### src/rtl/adma_atx_scheduler.sv
// ADMA transaction scheduler: round-robin grant of channel requests into one held AXI read/write command.
// Optional macro ADMA_SCHED_OSTD_LIMIT_EN: channels at CHN_OSTD_MAX outstanding become ineligible for grant.
module adma_atx_scheduler #(
    parameter int DMA_CHN_NUM   = 4,
    parameter int SRC_ADDR_W    = 32,
    parameter int DST_ADDR_W    = 32,
    parameter int MST_ID_W      = 5,
    parameter int ATX_LEN_W     = 8,
    parameter int CHN_OSTD_MAX  = 4,
    parameter int DMA_CHN_NUM_W = $clog2(DMA_CHN_NUM)
) (
    input  logic                     clk,
    input  logic                     rst_n,
    input  logic                     chn_req_vld [0:DMA_CHN_NUM-1],
    output logic                     chn_req_rdy [0:DMA_CHN_NUM-1],
    input  logic [SRC_ADDR_W-1:0]    chn_araddr  [0:DMA_CHN_NUM-1],
    input  logic [DST_ADDR_W-1:0]    chn_awaddr  [0:DMA_CHN_NUM-1],
    input  logic [ATX_LEN_W-1:0]     chn_len     [0:DMA_CHN_NUM-1],
    input  logic [1:0]               chn_burst   [0:DMA_CHN_NUM-1],
    input  logic [MST_ID_W-1:0]      atx_id      [0:DMA_CHN_NUM-1],
    input  logic                     atx_done    [0:DMA_CHN_NUM-1],
    output logic [DMA_CHN_NUM_W-1:0] atx_chn_id,
    output logic [MST_ID_W-1:0]      atx_arid,
    output logic [SRC_ADDR_W-1:0]    atx_araddr,
    output logic [ATX_LEN_W-1:0]     atx_arlen,
    output logic [1:0]               atx_arburst,
    output logic [MST_ID_W-1:0]      atx_awid,
    output logic [DST_ADDR_W-1:0]    atx_awaddr,
    output logic [ATX_LEN_W-1:0]     atx_awlen,
    output logic [1:0]               atx_awburst,
    output logic                     atx_vld,
    input  logic                     atx_rdy,
    output logic                     chn_busy    [0:DMA_CHN_NUM-1]
);

    localparam int CNT_W = $clog2(CHN_OSTD_MAX + 1);
    localparam logic [CNT_W-1:0] CNT_MAX = CNT_W'(CHN_OSTD_MAX);
    localparam logic [DMA_CHN_NUM_W-1:0] LAST_CHN = DMA_CHN_NUM_W'(DMA_CHN_NUM - 1);

    typedef enum logic {
        IDLE = 1'b0,
        HOLD = 1'b1
    } state_e;

    state_e                   state_q, state_d;
    logic [DMA_CHN_NUM_W-1:0] last_grant_q, last_grant_d;
    logic [DMA_CHN_NUM_W-1:0] chn_id_q, chn_id_d;
    logic [MST_ID_W-1:0]      id_q, id_d;
    logic [SRC_ADDR_W-1:0]    araddr_q, araddr_d;
    logic [DST_ADDR_W-1:0]    awaddr_q, awaddr_d;
    logic [ATX_LEN_W-1:0]     len_q, len_d;
    logic [1:0]               burst_q, burst_d;
    logic [CNT_W-1:0]         ostd_cnt_q [0:DMA_CHN_NUM-1];
    logic [CNT_W-1:0]         ostd_cnt_d [0:DMA_CHN_NUM-1];

    logic                     eligible   [0:DMA_CHN_NUM-1];
    logic                     grant_found;
    logic [DMA_CHN_NUM_W-1:0] grant_idx;
    logic                     issue;

    always_comb begin
        for (int unsigned i = 0; i < DMA_CHN_NUM; i++) begin
`ifdef ADMA_SCHED_OSTD_LIMIT_EN
            eligible[i] = chn_req_vld[i] && (ostd_cnt_q[i] < CNT_MAX);
`else
            eligible[i] = chn_req_vld[i];
`endif
        end
    end

    // Search starts one past the last issued channel and wraps, so the first hit is the round-robin winner.
    always_comb begin
        int unsigned cand;
        grant_found = 1'b0;
        grant_idx   = '0;
        cand        = 0;
        for (int unsigned k = 1; k <= DMA_CHN_NUM; k++) begin
            cand = (32'(last_grant_q) + k) % 32'(DMA_CHN_NUM);
            if (!grant_found && eligible[cand]) begin
                grant_found = 1'b1;
                grant_idx   = DMA_CHN_NUM_W'(cand);
            end
        end
    end

    always_comb begin
        state_d      = state_q;
        last_grant_d = last_grant_q;
        chn_id_d     = chn_id_q;
        id_d         = id_q;
        araddr_d     = araddr_q;
        awaddr_d     = awaddr_q;
        len_d        = len_q;
        burst_d      = burst_q;
        issue        = 1'b0;
        for (int unsigned i = 0; i < DMA_CHN_NUM; i++) begin
            chn_req_rdy[i] = 1'b0;
        end
        case (state_q)
            IDLE: begin
                if (grant_found) begin
                    chn_req_rdy[grant_idx] = 1'b1;
                    chn_id_d = grant_idx;
                    id_d     = atx_id[grant_idx];
                    araddr_d = chn_araddr[grant_idx];
                    awaddr_d = chn_awaddr[grant_idx];
                    len_d    = chn_len[grant_idx];
                    burst_d  = chn_burst[grant_idx];
                    state_d  = HOLD;
                end
            end
            HOLD: begin
                if (atx_rdy) begin
                    issue        = 1'b1;
                    last_grant_d = chn_id_q;
                    state_d      = IDLE;
                end
            end
            default: state_d = IDLE;
        endcase
    end

    // Simultaneous issue and done cancel; the counter neither wraps at max nor underflows at zero.
    always_comb begin
        for (int unsigned i = 0; i < DMA_CHN_NUM; i++) begin
            ostd_cnt_d[i] = ostd_cnt_q[i];
            if (issue && (chn_id_q == DMA_CHN_NUM_W'(i)) && !atx_done[i]) begin
                if (ostd_cnt_q[i] != CNT_MAX) begin
                    ostd_cnt_d[i] = ostd_cnt_q[i] + 1'b1;
                end
            end else if (atx_done[i] && !(issue && (chn_id_q == DMA_CHN_NUM_W'(i)))) begin
                if (ostd_cnt_q[i] != '0) begin
                    ostd_cnt_d[i] = ostd_cnt_q[i] - 1'b1;
                end
            end
        end
    end

    always_ff @(posedge clk or negedge rst_n) begin
        if (!rst_n) begin
            state_q      <= IDLE;
            last_grant_q <= LAST_CHN;
            chn_id_q     <= '0;
            id_q         <= '0;
            araddr_q     <= '0;
            awaddr_q     <= '0;
            len_q        <= '0;
            burst_q      <= '0;
            for (int unsigned i = 0; i < DMA_CHN_NUM; i++) begin
                ostd_cnt_q[i] <= '0;
            end
        end else begin
            state_q      <= state_d;
            last_grant_q <= last_grant_d;
            chn_id_q     <= chn_id_d;
            id_q         <= id_d;
            araddr_q     <= araddr_d;
            awaddr_q     <= awaddr_d;
            len_q        <= len_d;
            burst_q      <= burst_d;
            for (int unsigned i = 0; i < DMA_CHN_NUM; i++) begin
                ostd_cnt_q[i] <= ostd_cnt_d[i];
            end
        end
    end

    always_comb begin
        for (int unsigned i = 0; i < DMA_CHN_NUM; i++) begin
            chn_busy[i] = (ostd_cnt_q[i] != '0);
        end
    end

    assign atx_vld     = (state_q == HOLD);
    assign atx_chn_id  = chn_id_q;
    assign atx_arid    = id_q;
    assign atx_awid    = id_q;
    assign atx_araddr  = araddr_q;
    assign atx_awaddr  = awaddr_q;
    assign atx_arlen   = len_q;
    assign atx_awlen   = len_q;
    assign atx_arburst = burst_q;
    assign atx_awburst = burst_q;

endmodule

### config.mk
export PLATFORM = sky130hd
export DESIGN_NAME = adma_atx_scheduler
export DESIGN_NICKNAME = d
export VERILOG_FILES = /design/src/rtl/adma_atx_scheduler.sv
export SDC_FILE = /design/constraint.sdc
export NUM_CORES = 1
export LEC_CHECK = 0
export CORE_AREA = 2 2 169 171
export CTS_BUF_LIST = sky130_fd_sc_hd__clkbuf_4 sky130_fd_sc_hd__clkbuf_8
export DETAILED_ROUTE_END_ITERATION = 8
export DIE_AREA = 0 0 171 173
export PLACE_DENSITY = 0.6
export SLEW_MARGIN = 25
export SYNTH_ARGS = -nofsm -noshare
export SYNTH_HDL_FRONTEND = slang
export SYNTH_SLANG_ARGS = --single-unit
### constraint.sdc
create_clock -name clk -period 4.05 [get_ports clk]
set_clock_uncertainty 0.1 [all_clocks]
set_input_delay 0.405 -clock clk [delete_from_list [all_inputs] [get_ports clk]]
set_output_delay 0.405 -clock clk [all_outputs]
set_load 0.005 [all_outputs]
# Word level (Yosys, flattened, before mapping)
# Index checks and enable logic that the tools add are counted.
dict set report totals {
  output_inout_bits 105
  regBits 96
  in_bits 327
  elab_cells 153
}
dict set report op_classes {
  reduce_logical 46
  magnitude_cmp 6
  muxes 60
  bitwise 6
  eq_ne 11
  addsub 12
}
# cell n
set ops {}
lappend ops {{33-bit by 3-bit >= comparator with 1-bit output (second input constant)} 4}
lappend ops {{2-bit NOT with 33-bit output} 4}
lappend ops {{32-bit binary-select mux with 2-bit select} 2}
lappend ops {{32-bit two-way mux} 4}
lappend ops {{3-bit two-way mux} 16}
lappend ops {{1-bit two-way mux} 17}
lappend ops {{8-bit binary-select mux with 2-bit select} 1}
lappend ops {{1-bit logical AND} 16}
lappend ops {{8-bit two-way mux} 2}
lappend ops {{2-bit nonzero test} 8}
lappend ops {{3-bit by 1-bit adder with 3-bit output (second input constant)} 4}
lappend ops {{2-bit two-way mux} 6}
lappend ops {{3-bit != test (second input constant)} 4}
lappend ops {{3-bit AND reduction} 4}
lappend ops {{3-bit nonzero test} 4}
lappend ops {{3-bit by 1-bit subtractor with 3-bit output (second input constant)} 4}
lappend ops {{1-bit zero test} 11}
lappend ops {{5-bit binary-select mux with 2-bit select} 1}
lappend ops {{5-bit two-way mux} 2}
lappend ops {{1-bit binary-select mux with 2-bit select} 4}
lappend ops {{4-bit two-way mux} 2}
lappend ops {{2-bit by 1-bit != test with 1-bit output (second input constant)} 4}
lappend ops {{2-bit by 1-bit adder with 2-bit output (second input constant)} 2}
lappend ops {{2-bit adder (second input constant)} 2}
lappend ops {{11 further kinds} 13}

# Logic depth before layout (Yosys ltp)
# Gate-level depths: netlist (run 1).
dict set report depth {
  depth_word 22
  depth_mapped 9
  mapped_depth_nobuf 7
}

# Worst setup path after synthesis (run 1)
# Ideal clock, no wire load.
dict set report synth_timing {
  kind {register to output}
  startpoint {register last_grant_q[0]}
  endpoint {output port chn_req_rdy[1] (netlist bit)}
  stages_incl_launch_ff 7
  slack_ps 1855
  arrival_time_ps 1690
  required_ps 3545
  path_buffers 2
  cell_sequence {dfstp_2 -> and2b_1 -> o221ai_1 -> clkbuf_1 -> clkbuf_1 -> nor2_1 -> and2_1}
}
# item line
set synth_rtl {}
lappend synth_rtl {{from (decl)} 46} ;# logic [DMA_CHN_NUM_W-1:0] last_grant_q, last_grant_d;
lappend synth_rtl {{from (signal assigned)} 154} ;# last_grant_q <= last_grant_d;
lappend synth_rtl {{to (decl)} 15} ;# output logic chn_req_rdy [0:DMA_CHN_NUM-1],

==> results.py, run 1 <==
metrics = {
    "clock_tree": {
        "htree_levels": 3,
        "root_buffer": "clkbuf_8",
        "cts_setup_buffers": 0,
        "cts_max_path_buffers": 2,
        "cts_resized": 0,
        "cts_tree": "yes",
        "hold_buffers": 0,
        "clk_pin_slew_worst_paths_ns": 0.09,
        "clock_latency_ns": 0.37,
        "cts_buffers": 9,
        "clock-sinks": 96,
    },
    "logic_synthesis": {
        "synth_edf_count": 0,
        "syn_area_sq_um": 7130,
        "synth_top_family_by_area": "compound AO/OA/AOI/OAI gates",
        "yosys.area_share.simple": 0.148,
        "syn_area_per_cell_sq_um": 9.06,
        "ys_warn_count": 0,
        "synth-xor-area-share": 0.0111,
        "synthMuxAreaShare": 0.120,
        "yosysUniqueCellTypes": 48,
        "synth_seq_cells": 96,
        "synth-async-reset-ratio": 1.00,
        "netlist_instances": 787,
        "synth_compound_area_frac": 0.293,
        "syn_nets": 1118,
        "ys_seq_area_frac": 0.337,
        "synthAdderAreaFrac": 0.0112,
        "yosys_most_used_dff": "dfrtp_1",
    },
    "global_routing": {
        "grt_pass1_vias": 8221,
        "grt-busiest-layer": "met2",
        "grt_max_degree": 80,
        "grtUsageTotal": 0.213,
        "grt_util_met3": 0.0444,
        "grt.overflow.total": 0,
        "use_met1": 0.263,
        "grt_pass1_wl_mm": 49.0,
        "grtUsageMet2": 0.377,
        "antenna_found_initial": 1,
    },
    "route": {
        "drt_iter0_drc": 442,
        "firstDrtPassIters": 5,
        "vias_per_cell": 5.31,
        "wl_per_cell_um": 21.7,
        "totalWireLength_mm": 32.9,
        "vias": 8051,
        "drc_errors": 0,
        "ant_nets": 0,
    },
    "critical_path": {
        "startpoint": "chn_req_vld[2]",
        "r2r_start": "atx_vld",
        "endpoint_kind": "output pin",
        "startpoint_type": "input port",
        "worst_ep_required_time_ns": 3.54,
        "crit_fanout": 27,
        "crit_type": "input port to output pin",
        "cp.arrival_ns": 2.73,
    },
    "sta": {
        "max_freq_mhz": 309,
        "fin_crit_ns": 3.23,
        "finalSetupViolations": 0,
        "relSlewSlack": 0.281,
        "hold_violations": 0,
        "grt_setup_unrepaired": "false",
        "setup_slack_ns": 0.815,
        "tightest_slew_ns": 1.08,
        "slew_viol_final": 0,
        "fin_tns_setup_ns": 0,
        "whs_ns": 0.392,
        "finalCritPeriodShare": 0.799,
    },
    "worst_hold_path": {
        "min-delay-start": "ostd_cnt_q[5]",
        "hp-class": "flip-flop to flip-flop",
    },
    "floorplanning": {
        "row_count": 61,
        "die_w_um": 171,
        "coreArea_sq_um": 27600,
        "start_util": 0.258,
        "die_h_um": 173,
        "io_pins": 432,
        "die-area_sq_um": 29600,
    },
    "flow_run": {
        "maxCapViolCount": 0,
    },
    "finish": {
        "antenna_cells": 0,
        "area_growth_pct": 66.3,
        "final_cells": 1517,
        "postLayoutCoreUtil": 0.429,
        "final_area_sq_um": 11900,
        "fin_nets": 1465,
        "drive_above_1_share": 0.0492,
    },
    "pwr": {
        "power_mw": 5.68,
        "leakage_nw": 4.56,
        "p_per_area_nw_per_um2": 479,
        "ir_worst_vdd_mv": 0.270,
    },
    "placed_design": {
        "gp_congestion": 0.822,
        "dpl_cell_area_sq_um": 11600,
        "placed_cells": 1500,
        "dp_hpwl_mm": 22.9,
        "place_ws_ns": 0.793,
        "port_buffers": 431,
    },
    "run_status": {
        "status": "finished, final reports clean",
    },
}
-- synthesized netlist by cell type (all sizes together) (2+ instances only) --
library cell  instances  area share
a211o                79       0.097
a21o                  2      0.0021
a31oi                 2      0.0018
buf                  41       0.039
clkbuf               75       0.039
dfrtp                94        0.33
dfstp                 2      0.0074
fa                    4       0.011
inv                   2      0.0011
mux2                  5      0.0079
mux2i                80        0.11
nand2                89       0.047
nand2b                3      0.0026
nand3                 2      0.0014
nand4                80       0.070
nor2                 12      0.0063
nor2b                 2      0.0018
nor3                  4      0.0035
o211ai               81       0.085
o21a                  2      0.0021
o21ai                 9      0.0063
o22a                  2      0.0025
o22ai                 2      0.0018
o311ai                2      0.0025
o31ai                80       0.084
or2                   6      0.0053
or3                   5      0.0044
xnor2                 5      0.0061
xor2                  4      0.0049
-- worst max-delay path: stages --
cell and delay [ns]:
clkdlybuf4s50_1 0.67, nand2b_1 0.22, o221ai_4 0.39, nand2_4 0.31, nor2_1 0.20, clkdlybuf4s50_1 0.52
-- state kept, by name, indices dropped and copies added (netlist names) --
| register | flops |
|---|---|
| ostd_cnt_q | 12 |
| atx_awaddr | 32 |
| atx_arid | 5 |
| atx_araddr | 32 |
| atx_vld | 1 |
| atx_arlen | 8 |
| last_grant_q | 2 |
| atx_arburst | 2 |
| atx_chn_id | 2 |
-- power breakdown --
| part | internal, mW | switching, mW |
|---|---|---|
| Sequential | 1.37 | 0.368 |
| Clock | 0.378 | 0.375 |
| Combinational | 1.73 | 1.47 |
| Total | 3.48 | 2.21 |
-- cell type report --
class                   instances  area, sq um
clock buffers                  13          154
inverters                       2         7.51
clock inverters                 3         67.6
repair buffers                452         4510
flip-flops and latches         96         2410
multi-input cells             573         4240
well taps                     378          473
fillers                      2790        15800
-- final timing paths --
check                      depth (start not counted)              to  slack (ns)
max in group asynchronous                          3  atx_awaddr[20]        2.56
hold reg to reg                                    1   ostd_cnt_q[5]        0.39
hold / removal                                     1   ostd_cnt_q[5]        0.39
setup reg to reg                                   7   ostd_cnt_q[8]        1.28
setup / recovery                                   6  chn_req_rdy[2]        0.82
min in group asynchronous                          2  atx_araddr[26]        0.51
-- routing by layer --
metal	vias to the layer above	share of wire
met3	31	0.074
met4	2	0.017
met1	3903	0.41
met2	365	0.50
met5	-	0.00049
li1	3750	-
-- kinds of logic after synthesis --
kind of cell               Yosys count
and+or+nand+nor                    208
buffers and inverters              118
DFF                                 96
xor gates and xnor gates             9
muxes                               85
adders and majority gates            4
AOI/OAI and AO/OA                  267
-- cells in the final DEF (no fill, tap or decap), types with 4 or more instances in the layout --
cell type / count
clkdlybuf4s50_1: 430
dfrtp_1: 93
nand2_1: 88
o211ai_1: 81
nand4_1: 80
mux2i_1: 80
o31ai_1: 80
a211o_1: 79
buf_4: 17
nor2_1: 12
clkbuf_8: 9
or3_1: 5
o21ai_0: 5
xnor2_1: 5
xor2_1: 4
fa_1: 4
clkbuf_4: 4
Power figures use the tool's default switching activity.
==> run 2: changes to the inputs <==
CORE_AREA = 2 2 170 172   (was 2 2 169 171)
DIE_AREA = 0 0 172 174   (was 0 0 171 173)
PLACE_DENSITY = 0.59   (was 0.6)
clock period = 3 ns   (was 4.05 ns; I/O delays follow)
==> run 2 against run 1 <==
Net effect: power rose by 35%; combinational power grew 40%; sequential share of layout area is 0.31 points lower; critical path depth is the same; wire length is 2.2% higher; die area rose by 1.2%; clock power grew 19%; global-route usage up 0.64 points; critical path type is now flip-flop to output pin; critical endpoint unchanged; highest routed layer is now met4.
==> results.py, run 2 (synthesis results as in run 1) <==
metrics = {
    "finish": {
        "fin_nets": 1472,
        "final_common_cell": "clkdlybuf4s50_1",
        "final_area_sq_um": 12000,
        "fill_cells": 2825,
        "drive_above_1_share": 0.0550,
        "area_growth_pct": 68.9,
        "layout_common_cells": "clkdlybuf4s50_1 (430), dfrtp_1 (93), nand2_1 (88)",
    },
    "floorplanning": {
        "row_count": 62,
        "io_pins": 432,
        "die_w_um": 172,
        "start_util": 0.253,
        "die-area_sq_um": 29900,
        "die_h_um": 174,
        "coreArea_sq_um": 28200,
    },
    "pwr": {
        "pwr-share-seq": 0.303,
        "ir_worst_vdd_mv": 0.313,
        "p_int_mw": 4.65,
        "sw_frac_of_total": 0.396,
        "p_clk_frac": 0.117,
        "p_switching_mw": 3.04,
        "p_comb_frac": 0.581,
        "leakage_nw": 4.63,
        "p_per_area_nw_per_um2": 638,
    },
    "flow_run": {
        "maxCapViolCount": 0,
    },
    "clock_tree": {
        "root_buffer": "clkbuf_8",
        "clock_latency_ns": 0.38,
        "clk_pin_slew_worst_paths_ns": 0.10,
        "cts_max_path_buffers": 2,
        "cts_buffers": 9,
        "cts_tree": "yes",
        "cts_resized": 0,
        "clock-sinks": 96,
        "htree_levels": 3,
    },
    "worst_hold_path": {
        "hp-class": "input port to asynchronous set/reset pin",
    },
    "sta": {
        "finalSetupViolations": 0,
        "grt_setup_unrepaired": "false",
        "whs_ns": 0.353,
        "finalCritPeriodShare": 0.951,
        "max_freq_mhz": 350,
        "tightest_slew_ns": 0.900,
        "fin_crit_ns": 2.85,
        "fin_tns_setup_ns": 0,
        "relSlewSlack": 0.400,
        "slew_viol_final": 0,
        "hold_violations": 0,
    },
    "placed_design": {
        "dpl_cell_area_sq_um": 11800,
        "dp_hpwl_mm": 23.0,
        "port_buffers": 431,
        "gp_congestion": 0.808,
    },
    "route": {
        "drt_iter0_drc": 534,
        "vias": 8181,
        "firstDrtPassIters": 4,
        "ant_nets": 0,
        "drc_errors": 0,
        "wl_per_cell_um": 22.0,
        "vias_per_cell": 5.34,
        "totalWireLength_mm": 33.7,
    },
    "global_routing": {
        "grtUsageTotal": 0.220,
        "grt_pass1_vias": 8285,
        "antenna_found_initial": 2,
        "grt.overflow.total": 0,
        "grt_pass1_wl_mm": 50.8,
        "grt_max_degree": 80,
    },
    "critical_path": {
        "endpoint_kind": "output pin",
        "slowest_delay_ns": 0.56,
        "cp.arrival_ns": 2.45,
        "crit_fanout": 6,
        "startpoint_type": "flip-flop",
        "crit_type": "flip-flop to output pin",
        "path_cells": "and2b_1 -> o21a_4 -> nor3_4 -> buf_4 -> nor2_1 -> clkdlybuf4s50_1",
        "worst_ep_required_time_ns": 2.60,
        "crit_slowest_cell": "dfstp_2",
    },
    "run_status": {
        "status": "finished, final reports clean",
    },
}
run 2: cell types whose count changed in the layout (fill, tap and decap cells not counted), moves of 2 or more:
cell | before | now
buf_12 | 3 | 15
clkbuf_4 | 4 | 1
buf_4 | 17 | 13
bufinv_16 | 2 | 0
clkbuf_8 | 9 | 11
run 2: what timing repair did:
action / 4_1_cts / 5_1_grt
hold endpoints to repair: 40 / 0
hold buffers: 1 / 0
buffers inserted: 0 / 0
run 2: worst max-delay path: cells and delay by family (launching register included):
kind,cells,cell delay [ns]
DFF,1,0.56
buffers and inverters,2,0.66
AOI/OAI and AO/OA,1,0.24
and+or+nand+nor,3,0.60
run 2: area by class of cell:
| cell class | instances | area, sq um | share of cell area |
|---|---|---|---|
| clock inverters | 4 | 28.8 | 0.00239 |
| diodes | 1 | 2.50 | 0.000208 |
| inverters | 2 | 7.51 | 0.000623 |
| repair buffers | 459 | 4710 | 0.391 |
| multi-input cells | 573 | 4240 | 0.352 |
| well taps | 384 | 480 | 0.0399 |
| clock buffers | 12 | 159 | 0.0132 |
| flip-flops and latches | 96 | 2410 | 0.200 |
run 2: path summary, 6_finish.rpt:
path	slack (ns)	end	depth (start not counted)	startpoint
setup / recovery	0.15	chn_req_rdy[2]	6	last_grant_q[0]
hold / removal	0.35	atx_arid[3]	2	rst_n
setup reg to reg	0.51	atx_arlen[6]	6	last_grant_q[0]
hold reg to reg	0.40	ostd_cnt_q[5]	1	ostd_cnt_q[5]
max in group asynchronous	1.68	atx_araddr[3]	3	rst_n
min in group clk	0.40	ostd_cnt_q[5]	1	ostd_cnt_q[5]
run 2: power groups by stage:
stage / sequential [mW] / clock, mW / combinational [mW]
2_1_floorplan: 2.25 / 0 / 2.20
3_3_place_gp: 2.34 / 0 / 4.44
5_1_grt: 2.41 / 0.968 / 4.82
3_5_place_dp: 2.35 / 0 / 4.48
6_report: 2.33 / 0.897 / 4.46
4_1_cts: 2.33 / 0.931 / 4.49
run 2: metal layers:
layer	up-vias	share of wire	GRT usage
met5	-	0	0
li1	3769	-	-
met3	49	0.079	0.0505
met4	0	0.029	0.0788
met1	3998	0.40	0.273
met2	365	0.49	0.370
run 2: through the flow:
step | util | setup WS [ns] | instances | total power, mW
after floorplan | - | 0.886 | 787 | 4.45
after CTS | 0.426 | 0.0981 | 1530 | 7.75
after global placement | 0.419 | 0.279 | 1513 | 6.78
after detailed placement | 0.419 | 0.279 | 1513 | 6.83
final | 0.426 | 0.146 | 1531 | 7.69
after global routing | 0.426 | 0.0292 | 1531 | 8.20
==> run 3: changes to the inputs <==
PLACE_DENSITY = 0.6   (was 0.59)
==> run 3 against run 2 <==
Net effect: wire length down 0.98%; first-iteration DRC count shrank 20%; final cell count shrank 0.33%; sequential power about the same; largest cell class unchanged; critical path type unchanged; worst hold slack gained 0.028 ns; final area is 0.85% lower; highest routed layer unchanged.
==> results.py, run 3 (synthesis results as in run 1) <==
metrics = {
    "sta": {
        "fin_tns_setup_ns": 0,
        "max_freq_mhz": 354,
        "fin_crit_ns": 2.82,
        "finalCritPeriodShare": 0.940,
        "relSlewSlack": 0.530,
        "slew_viol_final": 0,
        "hold_violations": 0,
        "setup_slack_ns": 0.179,
        "tightest_slew_ns": 0.705,
        "whs_ns": 0.381,
        "finalSetupViolations": 0,
        "grt_setup_unrepaired": "false",
    },
    "pwr": {
        "p_comb_frac": 0.580,
        "p_clk_frac": 0.114,
        "sw_frac_of_total": 0.398,
        "p_switching_mw": 3.02,
        "leakage_nw": 4.58,
        "ir_worst_vdd_mv": 0.314,
        "p_per_area_nw_per_um2": 636,
        "pwr-share-seq": 0.306,
        "p_int_mw": 4.58,
    },
    "floorplanning": {
        "coreArea_sq_um": 28200,
        "row_count": 62,
        "die_w_um": 172,
        "io_pins": 432,
        "die-area_sq_um": 29900,
        "start_util": 0.253,
        "die_h_um": 174,
    },
    "route": {
        "drt_iter0_drc": 427,
        "drc_errors": 0,
        "vias_per_cell": 5.33,
        "firstDrtPassIters": 7,
        "totalWireLength_mm": 33.3,
        "wl_per_cell_um": 21.9,
        "vias": 8135,
        "ant_nets": 0,
    },
    "critical_path": {
        "slowest_delay_ns": 0.55,
        "endpoint_kind": "output pin",
        "crit_slowest_cell": "dfstp_2",
        "startpoint_type": "flip-flop",
        "worst_ep_required_time_ns": 2.60,
        "cp.arrival_ns": 2.42,
        "worstReg2RegEnd": "atx_awaddr[17]",
        "crit_fanout": 5,
        "r2r_start": "last_grant_q[0]",
        "crit_family": "simple AND/OR/NAND/NOR gates",
        "crit_buf_inv": 1,
        "path_cells": "and2b_1 -> o21a_4 -> nor3_4 -> and3_1 -> clkdlybuf4s50_1",
        "crit_type": "flip-flop to output pin",
        "startpoint": "last_grant_q[0]",
        "reg2reg_depth": 7,
        "r2r_setup_slack_ns": 0.47,
    },
    "clock_tree": {
        "cts_buffers": 9,
        "htree_levels": 3,
        "root_buffer": "clkbuf_8",
        "clock_latency_ns": 0.38,
        "cts_max_path_buffers": 2,
        "clk_pin_slew_worst_paths_ns": 0.10,
        "cts_tree": "yes",
        "clock-sinks": 96,
    },
    "placed_design": {
        "dp_hpwl_mm": 22.9,
        "placed_cells": 1507,
        "port_buffers": 431,
        "place_ws_ns": 0.114,
        "gp_congestion": 0.806,
    },
    "finish": {
        "fin_nets": 1467,
        "postLayoutCoreUtil": 0.423,
        "drive_above_1_share": 0.0500,
        "fill_cells": 2841,
        "final_cells": 1526,
        "final_common_cell": "clkdlybuf4s50_1",
        "layout_common_cells": "clkdlybuf4s50_1 (430), dfrtp_1 (93), nand2_1 (88)",
        "area_growth_pct": 67.4,
    },
    "global_routing": {
        "grt_util_met3": 0.0512,
        "grt_max_degree": 80,
        "grt_pass1_vias": 8242,
        "grt-busiest-layer": "met2",
        "grtUsageMet2": 0.369,
        "grt_pass1_wl_mm": 49.8,
        "grtUsageTotal": 0.216,
        "grt.overflow.total": 0,
        "use_met1": 0.266,
        "antenna_found_initial": 2,
    },
    "run_status": {
        "status": "finished, final reports clean",
    },
    "worst_hold_path": {
        "hp-class": "input port to asynchronous set/reset pin",
    },
    "flow_run": {
        "maxCapViolCount": 0,
    },
}
[run 3: cell count changes in the layout (fill, tap and decap cells not counted), sizes merged]
| cell | delta |
|---|---|
| buf | -5 |
| clkinv | -1 |
| clkbuf | -1 |
| diode | +1 |
| clkinvlp | +1 |
[run 3: metal layers]
| metal | wire [um] | up-vias |
|---|---|---|
| met3 | 2690 | 49 |
| met4 | 914 | 0 |
| li1 | - | 3759 |
| met5 | 0 | - |
| met1 | 13200 | 3964 |
| met2 | 16500 | 363 |
[run 3: worst max path at each step]
stage	cells past startpoint	to
floorplan	8	ostd_cnt_q[8]
global placement	6	chn_req_rdy[3]
detailed placement	6	chn_req_rdy[3]
CTS	5	chn_req_rdy[3]
global route	5	chn_req_rdy[3]
finish	5	chn_req_rdy[3]
[run 3: cell type report]
cell class | count | area [sq um] | share of cell area
diodes | 2 | 5.00 | 0.000419
clock buffers | 11 | 145 | 0.0122
clock inverters | 4 | 31.3 | 0.00262
inverters | 2 | 7.51 | 0.000629
multi-input cells | 573 | 4240 | 0.355
flip-flops and latches | 96 | 2410 | 0.202
well taps | 384 | 480 | 0.0402
repair buffers | 454 | 4620 | 0.387
[run 3: power by group through the flow]
stage	combinational, mW	clock, mW	sequential [mW]
after floorplan	2.20	0	2.25
after global placement	4.39	0	2.33
after detailed placement	4.42	0	2.35
after CTS	4.44	0.924	2.33
after global routing	4.74	0.961	2.42
final	4.40	0.869	2.32
[run 3: metrics by stage]
step / cell area, sq um / power, mW
finish: 11900 / 7.59
global route: 11900 / 8.13
CTS: 11900 / 7.70
detailed placement: 11700 / 6.77
global placement: 11700 / 6.72
floorplan: 7130 / 4.45
[run 3: worst register-to-register path, delay by kind of cell (launching register included)]
family                 cells  cell delay [ns]
buffers and inverters      2             0.48
multiplexers               1             0.35
flip-flops                 1             0.55
AO/OA/AOI/OAI              2             0.39
AND/OR/NAND/NOR            2             0.53
[run 3: repair_timing]
| action | 4_1_cts | 5_1_grt |
|---|---|---|
| hold buffers | 1 | 0 |
| setup endpoints to repair | 2 | 0 |
| resized for setup | 0 | 0 |
| buffers inserted | 1 | 0 |
| endpoints found under the hold margin | 47 | 0 |
